`src/rtl/codec_audio_data_in_pio.sv`:
```
// codec_audio_data_in_pio
// Avalon-MM input port for the codec datapath status/data bus. in_port is
// brought into the clk domain through a two-flop synchronizer; a third flop
// keeps the previous synchronized value for per-bit edge detection. Detected
// edges latch into a sticky, write-1-to-clear edge_capture register, and any
// captured bit that is also set in irq_mask raises a level interrupt.
//
// Bus semantics: a read is any cycle with chipselect high and write_n high.
// readdata is combinational from registers (zero wait states, no side
// effects) and reads 0 whenever chipselect is low. A write is any cycle with
// chipselect high and write_n low; it takes effect at that rising clk edge.
// There is no backpressure: every access completes in the cycle presented.
module codec_audio_data_in_pio #(
  parameter int DATA_WIDTH = 20,
  parameter int EDGE_TYPE  = 0   // 0 = rising, 1 = falling, 2 = any
) (
  input  logic                  clk,
  input  logic                  reset_n,
  input  logic [1:0]            address,
  input  logic                  chipselect,
  input  logic                  write_n,
  input  logic [31:0]           writedata,
  input  logic [DATA_WIDTH-1:0] in_port,
  output logic [31:0]           readdata,
  output logic                  irq
);

  localparam logic [1:0] ADDR_DATA  = 2'd0;
  localparam logic [1:0] ADDR_DIR   = 2'd1;
  localparam logic [1:0] ADDR_MASK  = 2'd2;
  localparam logic [1:0] ADDR_EDGE  = 2'd3;
  localparam logic [1:0] PRIME_DONE = 2'd3;

  logic [DATA_WIDTH-1:0] sync1_q;
  logic [DATA_WIDTH-1:0] sync2_q;
  logic [DATA_WIDTH-1:0] prev_q;
  logic [DATA_WIDTH-1:0] irq_mask_q, irq_mask_d;
  logic [DATA_WIDTH-1:0] edge_cap_q, edge_cap_d;
  logic [1:0]            prime_q, prime_d;

  logic                  wr_en;
  logic [DATA_WIDTH-1:0] wdata;
  logic [DATA_WIDTH-1:0] edge_raw;
  logic [DATA_WIDTH-1:0] edge_det;
  logic [DATA_WIDTH-1:0] clr_bits;
  logic                  writedata_unused;

  assign wr_en = chipselect & ~write_n;
  assign wdata = writedata[DATA_WIDTH-1:0];
  // Upper writedata bits are deliberately ignored.
  assign writedata_unused = ^writedata;

  // Synchronizer chain plus the previous-value flop used for edge detection.
  always_ff @(posedge clk or negedge reset_n) begin
    if (!reset_n) begin
      sync1_q <= '0;
      sync2_q <= '0;
      prev_q  <= '0;
    end else begin
      sync1_q <= in_port;
      sync2_q <= sync1_q;
      prev_q  <= sync2_q;
    end
  end

  // Prime counter: counts up to 3 after reset and then holds.
  always_comb begin
    prime_d = prime_q;
    if (prime_q != PRIME_DONE) prime_d = prime_q + 2'd1;
  end

  // Per-bit edge detection, gated until the synchronizer holds real data so
  // that reset-value flops never look like an edge.
  always_comb begin
    edge_raw = '0;
    case (EDGE_TYPE)
      1:       edge_raw = ~sync2_q & prev_q;
      2:       edge_raw = sync2_q ^ prev_q;
      default: edge_raw = sync2_q & ~prev_q;
    endcase
    edge_det = (prime_q == PRIME_DONE) ? edge_raw : '0;
  end

  // Register writes: mask load and sticky capture with set-over-clear.
  always_comb begin
    irq_mask_d = irq_mask_q;
    clr_bits   = '0;
    if (wr_en && address == ADDR_MASK) irq_mask_d = wdata;
    if (wr_en && address == ADDR_EDGE) clr_bits = wdata;
    edge_cap_d = edge_det | (edge_cap_q & ~clr_bits);
  end

  // State registers for mask, captures and prime counter.
  always_ff @(posedge clk or negedge reset_n) begin
    if (!reset_n) begin
      irq_mask_q <= '0;
      edge_cap_q <= '0;
      prime_q    <= 2'd0;
    end else begin
      irq_mask_q <= irq_mask_d;
      edge_cap_q <= edge_cap_d;
      prime_q    <= prime_d;
    end
  end

  // Zero-wait-state read mux, zero-extended and gated by chipselect.
  always_comb begin
    readdata = '0;
    if (chipselect) begin
      case (address)
        ADDR_DATA: readdata[DATA_WIDTH-1:0] = sync2_q;
        ADDR_DIR:  readdata = '0;
        ADDR_MASK: readdata[DATA_WIDTH-1:0] = irq_mask_q;
        ADDR_EDGE: readdata[DATA_WIDTH-1:0] = edge_cap_q;
        default:   readdata = '0;
      endcase
    end
  end

  assign irq = |(edge_cap_q & irq_mask_q);

endmodule

```
`config.mk`:
```
export PLATFORM = sky130hd
export DESIGN_NAME = codec_audio_data_in_pio
export DESIGN_NICKNAME = d
export VERILOG_FILES = /design/src/rtl/codec_audio_data_in_pio.sv
export SDC_FILE = /design/constraint.sdc
export NUM_CORES = 1
export LEC_CHECK = 0
export ABC_AREA = 1
export ABC_CLOCK_PERIOD_IN_PS = 1400
export BUFFER_PORTS_ARGS = -buffer_cell sky130_fd_sc_hd__buf_2
export CAP_MARGIN = 30
export CORE_ASPECT_RATIO = 0.8
export CORE_MARGIN = 8
export CORE_UTILIZATION = 40
export DETAILED_ROUTE_END_ITERATION = 8
export PLACE_DENSITY = 0.71
export SYNTH_ARGS = -nofsm -noshare
export SYNTH_HDL_FRONTEND = slang
export SYNTH_SLANG_ARGS = --single-unit
```
`constraint.sdc`:
```
create_clock -name clk -period 1.4 [get_ports clk]
set_input_delay 0.28 -clock clk [delete_from_list [all_inputs] [get_ports clk]]
set_output_delay 0.28 -clock clk [all_outputs]
set_load 0.02 [all_outputs]
```
==> flow_metrics.env, run 1 <==
export IMPL_first_pass_iters=4
export IMPL_crit_family="simple AND/OR/NAND/NOR gates"
export IMPL_min_period_over_period_pct=123
export IMPL_hold_violations=0
export IMPL_crit_chain="nand2_1 -> nand2_2 -> nor2_4 -> nand2_2 -> nor2_2 -> nand2_1 -> buf_6"
export IMPL_setup_viol=16
export IMPL_netlist_area_leader_share_pct=63.9
export IMPL_antenna_cells=0
export IMPL_worstPathMaxFanout=3
export IMPL_syn_area_per_cell_um2=9.42
export IMPL_hold_path_endpoint="sync1_q[10]"
export IMPL_p_per_area_nw_per_um2=1290
export IMPL_antenna_found_initial=0
export IMPL_synthCells=424
export IMPL_hold_start="in_port[10]"
export IMPL_hold_class="in2reg"
export IMPL_seq_area_frac_synth_pct=63.9
export IMPL_synth_common_cells="154 x nand2_1, 102 x dfrtp_1, 45 x inv_1"
export IMPL_crit_type="reg2out"
export IMPL_p_leak_nw=2.81
export IMPL_core_um2=9690
export IMPL_drtIter0Drc=120
export IMPL_ir_drop_mv=0.639
export IMPL_place_ws_ns=-0.118
export IMPL_gr_total_overflow=0
export IMPL_synth_edf_count=0
export IMPL_worst_slack_ns=-0.328
export IMPL_std_cell_rows=32
export IMPL_rsz0062_at_grt="true"
export IMPL_yosys_area_top_type="dfrtp_1"
export IMPL_clkTransAtPathRegs_ns=0.07
export IMPL_drv_slew=0
export IMPL_worstSetupEndpointType="primary output"
export IMPL_die_h_um=105
export IMPL_finClkSkew_ns=0.00587
export IMPL_violations="negative setup slack"
export IMPL_max_cap_violations=0
export IMPL_grt_max_degree=47
export IMPL_drive_gt1_share_pct=34.1
export IMPL_synth_async_reset_ratio_pct=100
export IMPL_synth_most_common_cell="nand2_1"
export IMPL_dp_cells=619
export IMPL_crit_buf_inv=1
export IMPL_cp_data_arrival_time_ns=1.45
export IMPL_ys_seq_elements=102
export IMPL_cts_root_buf="clkbuf_16"
export IMPL_fill_cells=815
export IMPL_finalNetCount=577
export IMPL_vias_per_cell=4.70
export IMPL_status="complete, but fails checks"
export IMPL_r2r_start="prime_q[0]"
export IMPL_netlist_top_cells_area="dfrtp_1 64%, nand2_1 14%, o21ai_1 5.1%, inv_1 4.2%, nand3b_1 3.6%"
export IMPL_place_gp_congestion=0.775
export IMPL_fin_cells=658
export IMPL_start_kind="flop"
export IMPL_required_ns=1.12
export IMPL_synth_flop_cell="dfrtp_1"
export IMPL_cts_max_path_buffers=2
export IMPL_die_w_um=128
export IMPL_htreeDepth=3
export IMPL_grt_pass1_vias=3309
export IMPL_cts_buffers_inserted=9
export IMPL_ys_warnings_count=0
export IMPL_critPathLaunch="irq_mask_q[2]"
export IMPL_worst_skew_pair_late_latency_ns=0.34
export IMPL_layout_min_cycle_time_ns=1.73
export IMPL_netlist_area_um2=4000
export IMPL_cts_tree="yes"
export IMPL_reg2reg_to="prime_q[1]"
export IMPL_synth_distinct_cells=17
export IMPL_io_pins=91
export IMPL_die_area_um2=13500
export IMPL_drc=0
export IMPL_cp_slowest_cell="dfrtp_1"
export IMPL_hold_depth=1
export IMPL_critPathMaxStageDelay_ns=0.41
export IMPL_ant_nets=0
export IMPL_avgRoutedWirePerCell_um=15.3
export IMPL_start_util_pct=41.2
export IMPL_totalWireLength_um=10000
export IMPL_fmax_mhz=579
export IMPL_grt_pass1_wl_um=16300
export IMPL_reg2reg_slack_ns=0.15
export IMPL_io_buffer_count=66
export IMPL_cts_sinks=102
export IMPL_num_vias=3094
export IMPL_r2r_cells=2
export IMPL_grt_total_usage_pct=15.3
export IMPL_hpwl_um=6040
export IMPL_area_growth_syn_to_layout_pct=37.6
[routing by layer]
metal	GRT usage [%]	up-vias	wire (µm)
li1	-	1473	-
met1	19.0	1529	4260
met2	25.4	85	5050
met3	4.68	7	637
met4	4.15	0	99
met5	0	-	0
[registers in the layout, summed over array words and instances, names as in the netlist]
name	count
prime_q	2
irq_mask_q	20
edge_cap_q	20
sync2_q	20
prev_q	20
sync1_q	20
[cells by family after synthesis]
| family | Yosys count | share of synthesized area (%) |
|---|---|---|
| and+or+nand+nor | 203 | 21.6 |
| DFF | 102 | 63.9 |
| buffers and inverters | 74 | 8.49 |
| AOI/OAI and AO/OA | 41 | 5.14 |
| adders and majority gates | 1 | 0.313 |
| other | 1 | 0.0939 |
| xor gates and xnor gates | 1 | 0.219 |
| muxes | 1 | 0.282 |
[through the flow]
step | hold WS, ns | utilization (%) | TNS, ns | power, mW | cell area [µm²]
global route | 0.0308 | 56.7 | -2.07 | 7.39 | 5500
CTS | 0.0370 | 54.7 | -0.660 | 6.97 | 5300
floorplan | -0.0156 | - | 0 | 3.85 | 4040
detailed placement | 0.215 | 46.8 | -1.64 | 4.17 | 4540
finish | 0.0453 | 56.7 | -0.742 | 7.07 | 5500
global placement | 0.209 | 46.8 | -0.785 | 4.13 | 4540
[report_power, final]
group	switching, mW	internal (mW)
sequential	0.168	3.18
clock	1.02	1.61
combinational	0.599	0.501
total	1.78	5.29
[cell type report]
type | instances | area [µm²] | area share, %
clock inverters | 3 | 68.8 | 1.25
inverters | 46 | 175 | 3.19
well taps | 136 | 170 | 3.10
multi-input cells | 259 | 1360 | 24.7
clock buffers | 12 | 246 | 4.48
repair buffers | 100 | 928 | 16.9
flip-flops and latches | 102 | 2550 | 46.4
[cell usage in the layout (no fill, tap or decap), types with 9 or more instances in the layout]
| cell | Yosys | layout |
|---|---|---|
| nand3b_1 | 19 | 19 |
| o21ai_1 | 41 | 41 |
| inv_2 | 1 | 13 |
| buf_6 | 0 | 28 |
| dfrtp_1 | 102 | 102 |
| nand3_2 | 0 | 16 |
| conb_1 | 1 | 12 |
| inv_1 | 45 | 32 |
| clkbuf_16 | 0 | 9 |
| nand2_2 | 0 | 25 |
| buf_4 | 12 | 16 |
| buf_2 | 13 | 42 |
| nand2_1 | 154 | 123 |
[worst register-to-register path, delay by kind of cell (launching register included)]
| family | cells | cell delay, ns |
|---|---|---|
| DFF | 1 | 0.37 |
| adders and majority gates | 1 | 0.39 |
| muxes | 1 | 0.38 |
[worst max-delay path by stage]
stage                   end  slack, ns  cells past startpoint
4_1_cts                 irq      -0.30                      7
5_1_grt                 irq      -0.40                      7
3_5_place_dp   readdata[16]      -0.12                      8
3_3_place_gp   readdata[18]      -0.08                      8
2_1_floorplan   readdata[0]       0.23                      7
6_report                irq      -0.33                      7
[what timing repair did]
action                                  CTS  global route
hold endpoints to repair                 23             0
endpoints found under the setup margin   21            21
pin swaps                                 8            23
gates resized for setup                  84            51
cloned                                    5             0
hold buffers                              1             0
setup buffers                             9            11
Power figures use the tool's default switching activity.
==> run 2, diff against run 1 <==
--- a/config.mk
+++ b/config.mk
@@ -5,15 +5,14 @@
 export SDC_FILE = /design/constraint.sdc
 export NUM_CORES = 1
 export LEC_CHECK = 0
-export ABC_AREA = 1
 export ABC_CLOCK_PERIOD_IN_PS = 1400
 export BUFFER_PORTS_ARGS = -buffer_cell sky130_fd_sc_hd__buf_2
 export CAP_MARGIN = 30
 export CORE_ASPECT_RATIO = 0.8
 export CORE_MARGIN = 8
-export CORE_UTILIZATION = 40
+export CORE_UTILIZATION = 35
 export DETAILED_ROUTE_END_ITERATION = 8
-export PLACE_DENSITY = 0.71
+export PLACE_DENSITY = 0.65
 export SYNTH_ARGS = -nofsm -noshare
 export SYNTH_HDL_FRONTEND = slang
 export SYNTH_SLANG_ARGS = --single-unit
==> run 2 against run 1 <==
The run still ends with negative setup slack left. Non-clock buffer count increased by 18. Die area increased by 13%. Synthesized cell count decreased by 32%. Sequential power about the same. Sequential cell count unchanged. Global-route usage decreased by 1.6 points. Clock power about the same. Largest cell class unchanged. Largest power group unchanged.
==> flow_metrics.env, run 2 <==
export IMPL_drtIter0Drc=135
export IMPL_cts_buffers_inserted=9
export IMPL_rsz0062_at_grt="true"
export IMPL_core_um2=11400
export IMPL_cts_sinks=102
export IMPL_place_gp_congestion=0.799
export IMPL_ir_drop_mv=1.37
export IMPL_critPathCapture="irq"
export IMPL_netlist_area_leader_share_pct=63.3
export IMPL_netlist_top_cells_area="dfrtp_1 63%, mux2_4 7.5%, mux2_2 5.9%, a32o_1 4.7%, a22oi_1 4.1%"
export IMPL_die_area_um2=15200
export IMPL_hpwl_um=6830
export IMPL_clkTransAtPathRegs_ns=0.07
export IMPL_area_growth_syn_to_layout_pct=40.0
export IMPL_p_per_area_nw_per_um2=1320
export IMPL_drc=0
export IMPL_switching_share_pct=24.2
export IMPL_seq_area_frac_synth_pct=63.3
export IMPL_syn_area_per_cell_um2=14.0
export IMPL_antenna_found_initial=0
export IMPL_setup_viol=21
export IMPL_die_h_um=112
export IMPL_violations="negative setup slack"
export IMPL_status="complete, but fails checks"
export IMPL_hold_class="in2reg"
export IMPL_synth_flop_cell="dfrtp_1"
export IMPL_gr_total_overflow=0
export IMPL_critPathMaxStageDelay_ns=0.38
export IMPL_io_buffer_count=66
export IMPL_grt_max_degree=58
export IMPL_worstSetupEndpointType="primary output"
export IMPL_p_int_mw=5.65
export IMPL_stdcell_area_um2=5640
export IMPL_p_leak_nw=2.57
export IMPL_crit_buf_inv=1
export IMPL_synthCells=288
export IMPL_required_ns=1.12
export IMPL_cts_tree="yes"
export IMPL_first_pass_iters=4
export IMPL_p_comb_share_pct=18.9
export IMPL_clockPowerShare_pct=35.7
export IMPL_layout_min_cycle_time_ns=1.98
export IMPL_netlist_area_um2=4030
export IMPL_fin_util_pct=49.6
export IMPL_switchingPower_mw=1.80
export IMPL_reg2reg_to="edge_cap_q[16]"
export IMPL_reg2reg_slack_ns=0.21
export IMPL_grt_pass1_vias=3067
export IMPL_r2r_start="prime_q[0]"
export IMPL_r2r_cells=3
export IMPL_synth_most_common_cell="dfrtp_1"
export IMPL_ys_seq_elements=102
export IMPL_cp_slowest_cell="dfrtp_1"
export IMPL_yosys_area_top_type="dfrtp_1"
export IMPL_critPathLaunch="edge_cap_q[13]"
export IMPL_layout_commonest_cell="dfrtp_1"
export IMPL_grt_pass1_wl_um=16100
export IMPL_htreeDepth=3
export IMPL_antenna_cells=0
export IMPL_path_depth=5
export IMPL_num_vias=2640
export IMPL_crit_chain="a22o_1 -> a221oi_2 -> and3_1 -> nand4_1 -> buf_6"
export IMPL_pwr_share_seq_pct=45.4
export IMPL_worst_slack_ns=-0.578
export IMPL_cp_data_arrival_time_ns=1.70
export IMPL_ys_warnings_count=0
export IMPL_vias_per_cell=4.76
export IMPL_worstPathMaxFanout=2
export IMPL_start_kind="flop"
export IMPL_hold_violations=0
export IMPL_fill_cells=976
export IMPL_synth_distinct_cells=24
export IMPL_synth_edf_count=0
export IMPL_max_cap_violations=0
export IMPL_synth_async_reset_ratio_pct=100
export IMPL_cts_max_path_buffers=2
export IMPL_std_cell_rows=35
export IMPL_crit_type="reg2out"
export IMPL_cts_root_buf="clkbuf_16"
export IMPL_io_pins=91
export IMPL_grt_total_usage_pct=13.7
export IMPL_die_w_um=136
export IMPL_synth_common_cells="102 x dfrtp_1, 22 x a22oi_1, 22 x nand2_1"
export IMPL_drive_gt1_share_pct=53.6
export IMPL_min_period_over_period_pct=141
export IMPL_avgRoutedWirePerCell_um=17.9
export IMPL_worst_skew_pair_late_latency_ns=0.34
export IMPL_ant_nets=0
export IMPL_postPlaceCellArea_um2=4880
export IMPL_finClkSkew_ns=0.00461
export IMPL_drv_slew=0
export IMPL_crit_family="compound AO/OA/AOI/OAI gates"
export IMPL_finalNetCount=461
export IMPL_fmax_mhz=506
export IMPL_start_util_pct=35.4
export IMPL_totalWireLength_um=9920
export IMPL_layout_common_cells="102 x dfrtp_1, 44 x buf_2, 41 x buf_6"
-- run 2: cell count changes in the layout (fill, tap and decap cells not counted), sizes merged, moves of 4 or more --
| cell | change |
|---|---|
| o21ai | -40 |
| nor2 | -8 |
| nor2b | +20 |
| nand3b | -19 |
| a32o | +19 |
| a22o | +4 |
| nand2 | -132 |
| inv | -27 |
| a221oi | +4 |
| a22oi | +22 |
| nand3 | -21 |
| buf | +18 |
| mux2 | +40 |
-- run 2: power by group through the flow --
stage | registers, mW | logic [mW] | clock network, mW
final | 3.38 | 1.41 | 2.66
after global routing | 3.41 | 1.51 | 2.84
after CTS | 3.37 | 1.37 | 2.73
after detailed placement | 3.41 | 1.13 | 0
after global placement | 3.39 | 1.11 | 0
after floorplan | 3.37 | 0.648 | 0
-- run 2: worst min path at each step --
| stage | start | endpoint | slack (ns) | depth (start not counted) |
|---|---|---|---|---|
| 4_1_cts | in_port[5] | sync1_q[5] | 0.02 | 1 |
| 2_1_floorplan | reset_n | edge_cap_q[0] | -0.02 | 0 |
| 5_1_grt | in_port[6] | sync1_q[6] | 0.02 | 1 |
| 3_5_place_dp | reset_n | prev_q[15] | 0.14 | 1 |
| 3_3_place_gp | reset_n | prev_q[15] | 0.14 | 1 |
| 6_report | in_port[5] | sync1_q[5] | 0.04 | 1 |
-- run 2: cells by family after synthesis --
family,share of synthesized area [%]
DFF,63.3
AOI/OAI and AO/OA,10.7
and+or+nand+nor,6.12
buffers and inverters,5.93
muxes,13.3
adders and majority gates,0.310
other,0.0930
xor gates and xnor gates,0.217
-- run 2: stage by stage --
step / instances / TNS (ns) / power, mW / hold WS [ns] / setup WS (ns)
global route: 555 / -8.07 / 7.76 / 0.0228 / -0.647
global placement: 532 / -9.89 / 4.50 / 0.144 / -0.290
detailed placement: 532 / -10.82 / 4.53 / 0.144 / -0.319
floorplan: 299 / -0.0418 / 4.02 / -0.0156 / -0.0418
CTS: 554 / -7.40 / 7.48 / 0.0229 / -0.602
finish: 555 / -6.92 / 7.46 / 0.0350 / -0.578
-- run 2: per-layer routing --
metal | routed length (µm) | vias up | share of wire, % | GRT usage, %
met2 | 4920 | 67 | 50 | 23.2
met5 | 0 | - | 0 | 0
met4 | 118 | 0 | 1.2 | 3.94
met1 | 4400 | 1350 | 44 | 16.4
li1 | - | 1215 | - | -
met3 | 478 | 8 | 4.8 | 4.05
-- run 2: what timing repair did --
item	CTS	global route
hold endpoints to repair	10	0
hold buffers	1	0
resized for setup	86	15
pin swaps	12	10
endpoints found under the setup margin	21	21
setup buffers	8	3
gates cloned	0	0
-- run 2: area by class of cell --
type,count,area [µm²],area share [%]
inverter,19,71.3,1.26
multi-input combinational,152,1500,26.6
clock buffer,10,239,4.23
timing repair buffer,118,1010,17.8
sequential,102,2550,45.2
clock inverter,6,85.1,1.51
tap,148,185,3.28
==> run 3, diff against run 2 <==
--- a/config.mk
+++ b/config.mk
@@ -5,14 +5,14 @@
 export SDC_FILE = /design/constraint.sdc
 export NUM_CORES = 1
 export LEC_CHECK = 0
-export ABC_CLOCK_PERIOD_IN_PS = 1400
+export ABC_CLOCK_PERIOD_IN_PS = 1600
 export BUFFER_PORTS_ARGS = -buffer_cell sky130_fd_sc_hd__buf_2
 export CAP_MARGIN = 30
 export CORE_ASPECT_RATIO = 0.8
 export CORE_MARGIN = 8
 export CORE_UTILIZATION = 35
 export DETAILED_ROUTE_END_ITERATION = 8
-export PLACE_DENSITY = 0.65
+export PLACE_DENSITY = 0.67
 export SYNTH_ARGS = -nofsm -noshare
 export SYNTH_HDL_FRONTEND = slang
 export SYNTH_SLANG_ARGS = --single-unit
==> constraint.sdc (replaced) <==
create_clock -name clk -period 1.6 [get_ports clk]
set_input_delay 0.32 -clock clk [delete_from_list [all_inputs] [get_ports clk]]
set_output_delay 0.32 -clock clk [all_outputs]
set_load 0.02 [all_outputs]
==> run 3 against run 2 <==
The flow still finishes with violations (negative setup slack). Utilization fell by 2.5 points. Global-route usage barely moved. Non-clock buffer count fell by 2. Via count rose by 1.8%. Final cell count fell by 0.18%. Hold slack improved by 0.037 ns. Combinational power fell by 23%. Critical endpoint unchanged.
==> flow_metrics.env, run 3 (synthesis gave the netlist of run 2 again) <==
export IMPL_start_util_pct=35.4
export IMPL_cp_data_arrival_time_ns=1.82
export IMPL_fin_util_pct=47.1
export IMPL_status="complete, but fails checks"
export IMPL_std_cell_rows=35
export IMPL_place_gp_congestion=0.766
export IMPL_critPathLaunch="irq_mask_q[13]"
export IMPL_violations="negative setup slack"
export IMPL_layout_common_cells="102 x dfrtp_1, 53 x buf_2, 46 x buf_4"
export IMPL_p_leak_nw=2.45
export IMPL_pwr_share_seq_pct=46.9
export IMPL_totalWireLength_um=10100
export IMPL_worst_slack_ns=-0.543
export IMPL_worst_hold_slack_ns=0.0721
export IMPL_crit_type="reg2out"
export IMPL_rsz0062_at_grt="true"
export IMPL_finalNetCount=459
export IMPL_first_pass_iters=4
export IMPL_place_ws_ns=-0.230
export IMPL_hold_violations=0
export IMPL_hold_start="in_port[12]"
export IMPL_p_comb_share_pct=17.3
export IMPL_area_growth_syn_to_layout_pct=33.1
export IMPL_cts_tree="yes"
export IMPL_avgRoutedWirePerCell_um=18.2
export IMPL_die_w_um=136
export IMPL_num_vias=2688
export IMPL_fmax_mhz=467
export IMPL_fill_cells=1044
export IMPL_worstPathMaxFanout=2
export IMPL_finClkSkew_ns=0.00804
export IMPL_grt_pass1_vias=2991
export IMPL_core_um2=11400
export IMPL_htreeDepth=3
export IMPL_min_period_over_period_pct=134
export IMPL_r2r_start="prime_q[0]"
export IMPL_stdcell_area_um2=5360
export IMPL_p_total_mw=6.31
export IMPL_vias_per_cell=4.85
export IMPL_ir_drop_mv=0.707
export IMPL_switchingPower_mw=1.57
export IMPL_layout_commonest_cell="dfrtp_1"
export IMPL_start_kind="flop"
export IMPL_p_per_area_nw_per_um2=1180
export IMPL_drv_slew=0
export IMPL_worstSetupEndpointType="primary output"
export IMPL_setup_viol=21
export IMPL_gr_total_overflow=0
export IMPL_cts_buffers_inserted=9
export IMPL_cts_max_path_buffers=2
export IMPL_p_int_mw=4.74
export IMPL_drive_gt1_share_pct=47.4
export IMPL_postPlaceCellArea_um2=4760
export IMPL_hpwl_um=6870
export IMPL_hold_class="in2reg"
export IMPL_ant_nets=0
export IMPL_antenna_found_initial=1
export IMPL_drtIter0Drc=110
export IMPL_grt_max_degree=33
export IMPL_io_buffer_count=66
export IMPL_cts_sinks=102
export IMPL_drc=0
export IMPL_layout_min_cycle_time_ns=2.14
export IMPL_io_pins=91
export IMPL_die_h_um=112
export IMPL_cts_root_buf="clkbuf_16"
export IMPL_clkTransAtPathRegs_ns=0.07
export IMPL_worst_skew_pair_late_latency_ns=0.35
export IMPL_grt_total_usage_pct=13.7
export IMPL_die_area_um2=15200
export IMPL_switching_share_pct=24.9
export IMPL_required_ns=1.28
export IMPL_clockPowerShare_pct=35.8
export IMPL_grt_pass1_wl_um=15800
export IMPL_max_cap_violations=0
==> run 3: changes by cell type in the layout (fill, tap and decap cells not counted), moves of 2 or more <==
cell | before | now
nor2b_1 | 0 | 20
buf_4 | 26 | 46
buf_6 | 41 | 13
buf_2 | 44 | 53
mux2_2 | 7 | 14
nor2b_2 | 20 | 0
buf_12 | 6 | 3
mux2_4 | 34 | 27
clkinv_2 | 2 | 0
==> run 3: worst max-delay path: stages (launching register included) <==
cell and delay [ns]:
dfrtp_1 0.38, a22o_1 0.25, a221oi_2 0.21, buf_4 0.16, and3_1 0.16, nand4_1 0.13
buf_2 0.19
==> run 3: power by group through the flow <==
stage	registers [mW]	clock network, mW	logic (mW)
final	2.96	2.26	1.09
after global routing	2.98	2.40	1.17
after CTS	2.95	2.30	1.04
after detailed placement	2.98	0	0.918
after global placement	2.98	0	0.896
after floorplan	2.95	0	0.545
==> run 3: worst paths after layout <==
path                                 endpoint  slack (ns)  cells after the start
worst max register to register     prime_q[1]        0.38                      3
max in group asynchronous       irq_mask_q[9]        0.59                      3
min in group asynchronous         sync2_q[12]        0.41                      2
worst min-delay path              sync1_q[12]        0.07                      1
worst min register to register     sync2_q[0]        0.35                      0
worst max-delay path                      irq       -0.54                      6
==> run 3: repair_timing <==
action,in CTS,in global routing
hold buffers,1,0
endpoints found under the setup margin,21,21
hold endpoints to repair,18,0
resized for setup,41,12
pin swaps,4,2
setup buffers,8,4
==> run 3: per-layer routing <==
metal	vias up	routed length, µm	GRT usage, %
li1	1211	-	-
met1	1406	4160	15.5
met2	61	5290	23.4
met3	10	507	4.41
met4	0	126	5.26
met5	-	0	0
==> run 3: layout make-up <==
| type | count | area, µm² | share of cell area (%) |
|---|---|---|---|
| clock inverters | 4 | 53.8 | 1.00 |
| well taps | 148 | 185 | 3.45 |
| clock buffers | 12 | 256 | 4.78 |
| diodes | 1 | 2.50 | 0.0467 |
| repair buffers | 116 | 827 | 15.4 |
| multi-input cells | 152 | 1410 | 26.4 |
| flip-flops and latches | 102 | 2550 | 47.6 |
| inverters | 19 | 71.3 | 1.33 |
==> run 3: through the flow <==
step | cells | TNS, ns
6_report | 554 | -3.67
5_1_grt | 554 | -4.89
4_1_cts | 549 | -4.00
3_5_place_dp | 527 | -1.80
3_3_place_gp | 527 | -1.74
2_1_floorplan | 299 | 0
